<file path="src/rtl/snake_dir_queue.sv">
// snake_dir_queue: per-player press detection, turn legality filter and
// turn FIFO; one buffered turn is committed to dir on each tick.
// Optional input debounce filter is enabled by defining DIR_DEBOUNCE_EN.
module snake_dir_queue #(
  parameter int NUM_PLAYERS     = 2,
  parameter int QUEUE_DEPTH     = 2,
  parameter int DEBOUNCE_CYCLES = 16
) (
  input  logic                     clk,
  input  logic                     rst,
  input  logic [4*NUM_PLAYERS-1:0] btns,
  input  logic                     tick,
  output logic [2*NUM_PLAYERS-1:0] dir,
  output logic [NUM_PLAYERS-1:0]   q_empty,
  output logic [NUM_PLAYERS-1:0]   overflow
);

  localparam int PTR_W = (QUEUE_DEPTH > 1) ? $clog2(QUEUE_DEPTH) : 1;
  localparam int CNT_W = $clog2(QUEUE_DEPTH + 1);
  localparam logic [PTR_W-1:0] PTR_LAST = PTR_W'(QUEUE_DEPTH - 1);
  localparam logic [CNT_W-1:0] CNT_FULL = CNT_W'(QUEUE_DEPTH);

  for (genvar p = 0; p < NUM_PLAYERS; p++) begin : g_player
    logic [3:0] raw;
    logic [3:0] nib;

    assign raw = btns[4*p +: 4];

`ifdef DIR_DEBOUNCE_EN
    localparam int DB_W = $clog2(DEBOUNCE_CYCLES + 1);
    localparam logic [DB_W-1:0] DB_MAX = DB_W'(DEBOUNCE_CYCLES);

    logic [3:0]      db_last;
    logic [3:0]      db_filt;
    logic [DB_W-1:0] db_cnt;
    logic [DB_W-1:0] db_cnt_next;

    // Count consecutive edges on which the raw nibble has been stable
    always_comb begin
      db_cnt_next = db_cnt;
      if (raw != db_last)
        db_cnt_next = DB_W'(1);
      else if (db_cnt != DB_MAX)
        db_cnt_next = db_cnt + DB_W'(1);
    end

    // Filtered nibble follows raw once it has been stable long enough
    always_ff @(posedge clk or posedge rst) begin
      if (rst) begin
        db_last <= '0;
        db_filt <= '0;
        db_cnt  <= '0;
      end else begin
        db_last <= raw;
        db_cnt  <= db_cnt_next;
        if (db_cnt_next == DB_MAX)
          db_filt <= raw;
      end
    end

    assign nib = db_filt;
`else
    assign nib = raw;
`endif

    logic [3:0]       prev;
    logic [1:0]       mem [QUEUE_DEPTH];
    logic [PTR_W-1:0] wr_ptr;
    logic [PTR_W-1:0] rd_ptr;
    logic [PTR_W-1:0] tail_ptr;
    logic [CNT_W-1:0] count;
    logic [CNT_W-1:0] count_next;
    logic [1:0]       cand;
    logic [1:0]       ref_dir;
    logic [1:0]       dir_r;
    logic             onehot;
    logic             valid;
    logic             full;
    logic             pop;
    logic             push;
    logic             empty_r;
    logic             ovf_r;

    // Press detection, legality check against the newest queued turn, and
    // push/pop decisions for this edge
    always_comb begin
      onehot = (nib != '0) && ((nib & (nib - 4'd1)) == '0);
      unique case (nib)
        4'b0010: cand = 2'b01;
        4'b0100: cand = 2'b10;
        4'b1000: cand = 2'b11;
        default: cand = 2'b00;
      endcase
      tail_ptr = (wr_ptr == '0) ? PTR_LAST : wr_ptr - PTR_W'(1);
      ref_dir  = (count != '0) ? mem[tail_ptr] : dir_r;
      valid    = onehot && (nib != prev) && (cand != ref_dir)
                 && (cand != (ref_dir ^ 2'b01));
      full     = (count == CNT_FULL);
      pop      = tick && (count != '0);
      push     = valid && (!full || pop);
      count_next = count;
      if (push && !pop)
        count_next = count + CNT_W'(1);
      else if (pop && !push)
        count_next = count - CNT_W'(1);
    end

    // Pointer, occupancy, committed direction and status flags
    always_ff @(posedge clk or posedge rst) begin
      if (rst) begin
        prev    <= '0;
        wr_ptr  <= '0;
        rd_ptr  <= '0;
        count   <= '0;
        dir_r   <= 2'b10;
        empty_r <= 1'b1;
        ovf_r   <= 1'b0;
      end else begin
        prev    <= nib;
        count   <= count_next;
        empty_r <= (count_next == '0);
        ovf_r   <= valid && full && !pop;
        if (push)
          wr_ptr <= (wr_ptr == PTR_LAST) ? '0 : wr_ptr + PTR_W'(1);
        if (pop) begin
          rd_ptr <= (rd_ptr == PTR_LAST) ? '0 : rd_ptr + PTR_W'(1);
          dir_r  <= mem[rd_ptr];
        end
      end
    end

    // FIFO storage; on a full push+pop the head is read before being reused
    always_ff @(posedge clk) begin
      if (push)
        mem[wr_ptr] <= cand;
    end

    assign dir[2*p +: 2] = dir_r;
    assign q_empty[p]    = empty_r;
    assign overflow[p]   = ovf_r;
  end

endmodule
</file>
<file path="config.mk">
export PLATFORM = sky130hd
export DESIGN_NAME = snake_dir_queue
export DESIGN_NICKNAME = d
export VERILOG_FILES = /design/src/rtl/snake_dir_queue.sv
export SDC_FILE = /design/constraint.sdc
export NUM_CORES = 1
export LEC_CHECK = 0
export BUFFER_PORTS_ARGS = -buffer_cell sky130_fd_sc_hd__buf_2
export CAP_MARGIN = 20
export CORE_AREA = 2 2 70 55
export DETAILED_ROUTE_END_ITERATION = 12
export DIE_AREA = 0 0 72 57
export HOLD_SLACK_MARGIN = 0.02
export PLACE_DENSITY = 0.71
export SLEW_MARGIN = 20
export SYNTH_ARGS = -nofsm -noshare
export SYNTH_HDL_FRONTEND = slang
export SYNTH_SLANG_ARGS = --single-unit
</file>
<file path="constraint.sdc">
create_clock -name clk -period 5 [get_ports clk]
set_clock_uncertainty 0.2 [all_clocks]
set_input_delay 0.25 -clock clk [delete_from_list [all_inputs] [get_ports clk]]
set_output_delay 0.25 -clock clk [all_outputs]
set_load 0.05 [all_outputs]
</file>
==> impl_metrics.yaml <==
run_status:
  outcome: "completed"
grt:
  antenna_found_initial: 0
  grt_max_degree: 25
  grt_usage: 0.169
  overflow: 0
  grt_pass1_vias: 1226
  grt_first_pass_wirelength_um: 5240
sta:
  slew_violations: 0
  setup-tns-final_ns: 0
  setup_violations: 0
  period_needed_ns: 2.64
  hold_viol_final: 0
  worst_slew_pin_slew_ns: 0.876
  setup_slack_ns: 2.36
  rsz0062_at_grt: "no"
  fmax_mhz: 379
  relSlewSlack: 0.415
  finalCritPeriodShare: 0.528
die:
  fp.dieArea_um2: 4100
  io_pins: 19
  core_um2: 3490
  die_w_um: 72
  die_y_um: 57
  start_util: 0.474
  rows: 19
route:
  drc_errors: 0
  vias: 1174
  finalWirelength_um: 3140
  drtPass1Iterations: 4
  postRouteAntennaNets: 0
  drtIter0Drc: 29
  post_drt_wl_per_cell_um: 14.7
  drt-vias-per-instance: 5.51
cts:
  cts.clk_slew.worst_paths_ns: 0.06
  cts_tree: "built"
  clk_latency_ns: 0.28
  cts_resized: 0
  cts-htree-levels: 2
  cts.sinks: 32
  cts_buffers: 5
  post_cts.repair.setup_buffers: 0
  cts_max_path_buffers: 2
  root_buffer: "clkbuf_8"
synthesis:
  ys_warn_count: 0
  synthTopCellsByArea: "dfrtp_1 30%, edfxtp_1 15%, dfstp_2 6.3%, xnor2_1 5.3%, xor2_1 5.3%"
  synth.net_count: 161
  synth_edf_count: 8
  async_flop_share: 0.750
  synth.cell_area_um2: 1660
  ys_ff_latch: 32
  syn_inst: 146
  ys_seq_area_frac: 0.511
  synth_top_cell_area_share: 0.302
  synth_ff_type: "dfrtp_1"
  synth_top_area_cell: "dfrtp_1"
  synth_area_per_cell_um2: 11.3
  synthDistinctLibCells: 45
cells_and_area:
  multiInputGateArea_um2: 723
  seqCellArea_um2: 846
  area_growth_pct: 14.8
  layout-drive-gt1-share: 0.216
  diodes: 0
  layout.nets: 185
  fillerInstances: 284
  fin_util: 0.544
  final_cells: 213
worst_setup_path:
  cpMaxStageDelayCell: "dlygate4sd3_1"
  endpoint: "g_player[1].mem[0][0]"
  slowest_delay_ns: 0.53
  arrival_ns: 2.42
  r2r_setup_slack_ns: 2.56
  reg2reg_to: "g_player[1].mem[0][0]"
  crit_path_start_kind: "input port"
  worstSetupStartpoint: "btns[5]"
  reg2reg_from: "g_player[1].wr_ptr"
  cp_max_fo: 7
  path_cells: "dlygate4sd3_1, buf_2, xnor2_1, nor4_1, o21bai_1, a31oi_2, nand2_1, nor2_1"
  cp.required_ns: 4.78
  r2r_cells: 6
  end_kind: "flop"
  critPathKind: "input port to flop"
placed_design:
  io_buffers: 18
  dpl.cell_count: 196
  place_worst_setup_slack_ns: 2.61
  gp_congestion: 0.776
  hpwl_um: 2250
pwr:
  power_density_nw_per_um2: 530
  p_leak_nw: 0.809
  peakVddDrop_mv: 0.238
flow_run:
  cap_viol_max_count: 0
hold_path:
  hold_path_class: "input port to flop"
report_power, final:
group,internal (mW),switching [mW],total [mW]
clock,0.0967,0.0880,0.185
sequential,0.349,0.0661,0.415
combinational,0.161,0.246,0.407
cell type report:
cell class | count | area share
well taps | 42 | 0.0276
clock inverters | 1 | 0.00197
multi-input cells | 99 | 0.381
inverters | 5 | 0.00987
flip-flops and latches | 32 | 0.445
repair buffers | 27 | 0.0948
clock buffers | 7 | 0.0402
layer usage:
metal	track usage	vias to the layer above	part of all wire
met2	0.270	48	0.48
li1	-	554	-
met1	0.213	563	0.43
met5	0	-	0
met4	0.0863	0	0.024
met3	0.0442	9	0.060
worst min-delay path by stage:
stage | from | endpoint | slack, ns | depth (start not counted)
3_3_place_gp | btns[2] | g_player[0].prev[2] | 0.24 | 1
6_report | tick | g_player[0].dir_r[1] | 0.24 | 3
2_1_floorplan | rst | g_player[0].count[0] | 0.06 | 1
4_1_cts | tick | g_player[1].rd_ptr | 0.23 | 3
3_5_place_dp | btns[0] | g_player[0].prev[0] | 0.24 | 1
5_1_grt | tick | g_player[0].rd_ptr | 0.27 | 3
cells in the final DEF (no fill, tap or decap), types with 5 or more instances in the layout:
| cell | netlist | layout |
|---|---|---|
| nand2_1 | 10 | 10 |
| xnor2_1 | 10 | 10 |
| dfrtp_1 | 20 | 20 |
| dlygate4sd3_1 | 0 | 9 |
| mux2i_1 | 7 | 7 |
| o21ai_0 | 7 | 7 |
| edfxtp_1 | 8 | 8 |
| clkbuf_8 | 1 | 5 |
| buf_2 | 4 | 18 |
| xor2_1 | 10 | 10 |
| inv_1 | 5 | 5 |
| nor2_1 | 9 | 9 |
worst max-delay path, delay by kind of cell:
family | cells | cell delay, ns
AO/OA/AOI/OAI | 2 | 0.50
buffers and inverters | 2 | 0.71
AND/OR/NAND/NOR | 3 | 0.79
XOR/XNOR | 1 | 0.16
registers in the layout, indices dropped and copies added, names as in the netlist:
register / flops
g_player.mem: 8
g_player.prev: 8
g_player.count: 4
g_player.dir_r: 4
g_player.empty_r: 2
g_player.ovf_r: 2
g_player.rd_ptr: 2
g_player.wr_ptr: 2
timing repair:
action	in CTS	in global routing
hold buffers	9	0
endpoints found under the setup margin	0	0
hold endpoints to repair	28	0
synthesized netlist by cell type, types with 2 or more instances:
library cell and count:
mux2i_1 7, nand2b_1 3, nor2_1 9, nor3_1 4, nor4b_1 2, buf_2 4
dfstp_2 4, buf_4 4, ha_1 4, dfrtp_1 20, and3_2 2, xor2_1 10
edfxtp_1 8, a21oi_1 3, xnor2_1 10, nand2_1 10, nor4_1 3, and3_1 2
o21ai_0 7, inv_1 5
kinds of logic (layout without fill, tap and decap cells):
kind of cell             after synthesis  after routing  share of synthesized area
flip-flops                            32             32                      0.511
AO/OA/AOI/OAI                         20             20                     0.0869
buffers and inverters                 15             40                     0.0522
AND/OR/NAND/NOR                       47             47                      0.163
multiplexers                           8              8                     0.0514
XOR/XNOR                              20             20                      0.106
adder cells (fa/ha/maj)                4              4                     0.0302
per-stage QoR:
step	power [mW]	hold slack (ns)	instance area (um^2)
floorplan	0.743	0.0617	1660
global placement	0.788	0.236	1730
detailed placement	0.818	0.241	1730
CTS	1.01	0.231	1900
global route	1.07	0.266	1900
finish	1.01	0.240	1900
No activity file was read; power rests on OpenSTA's default activity.
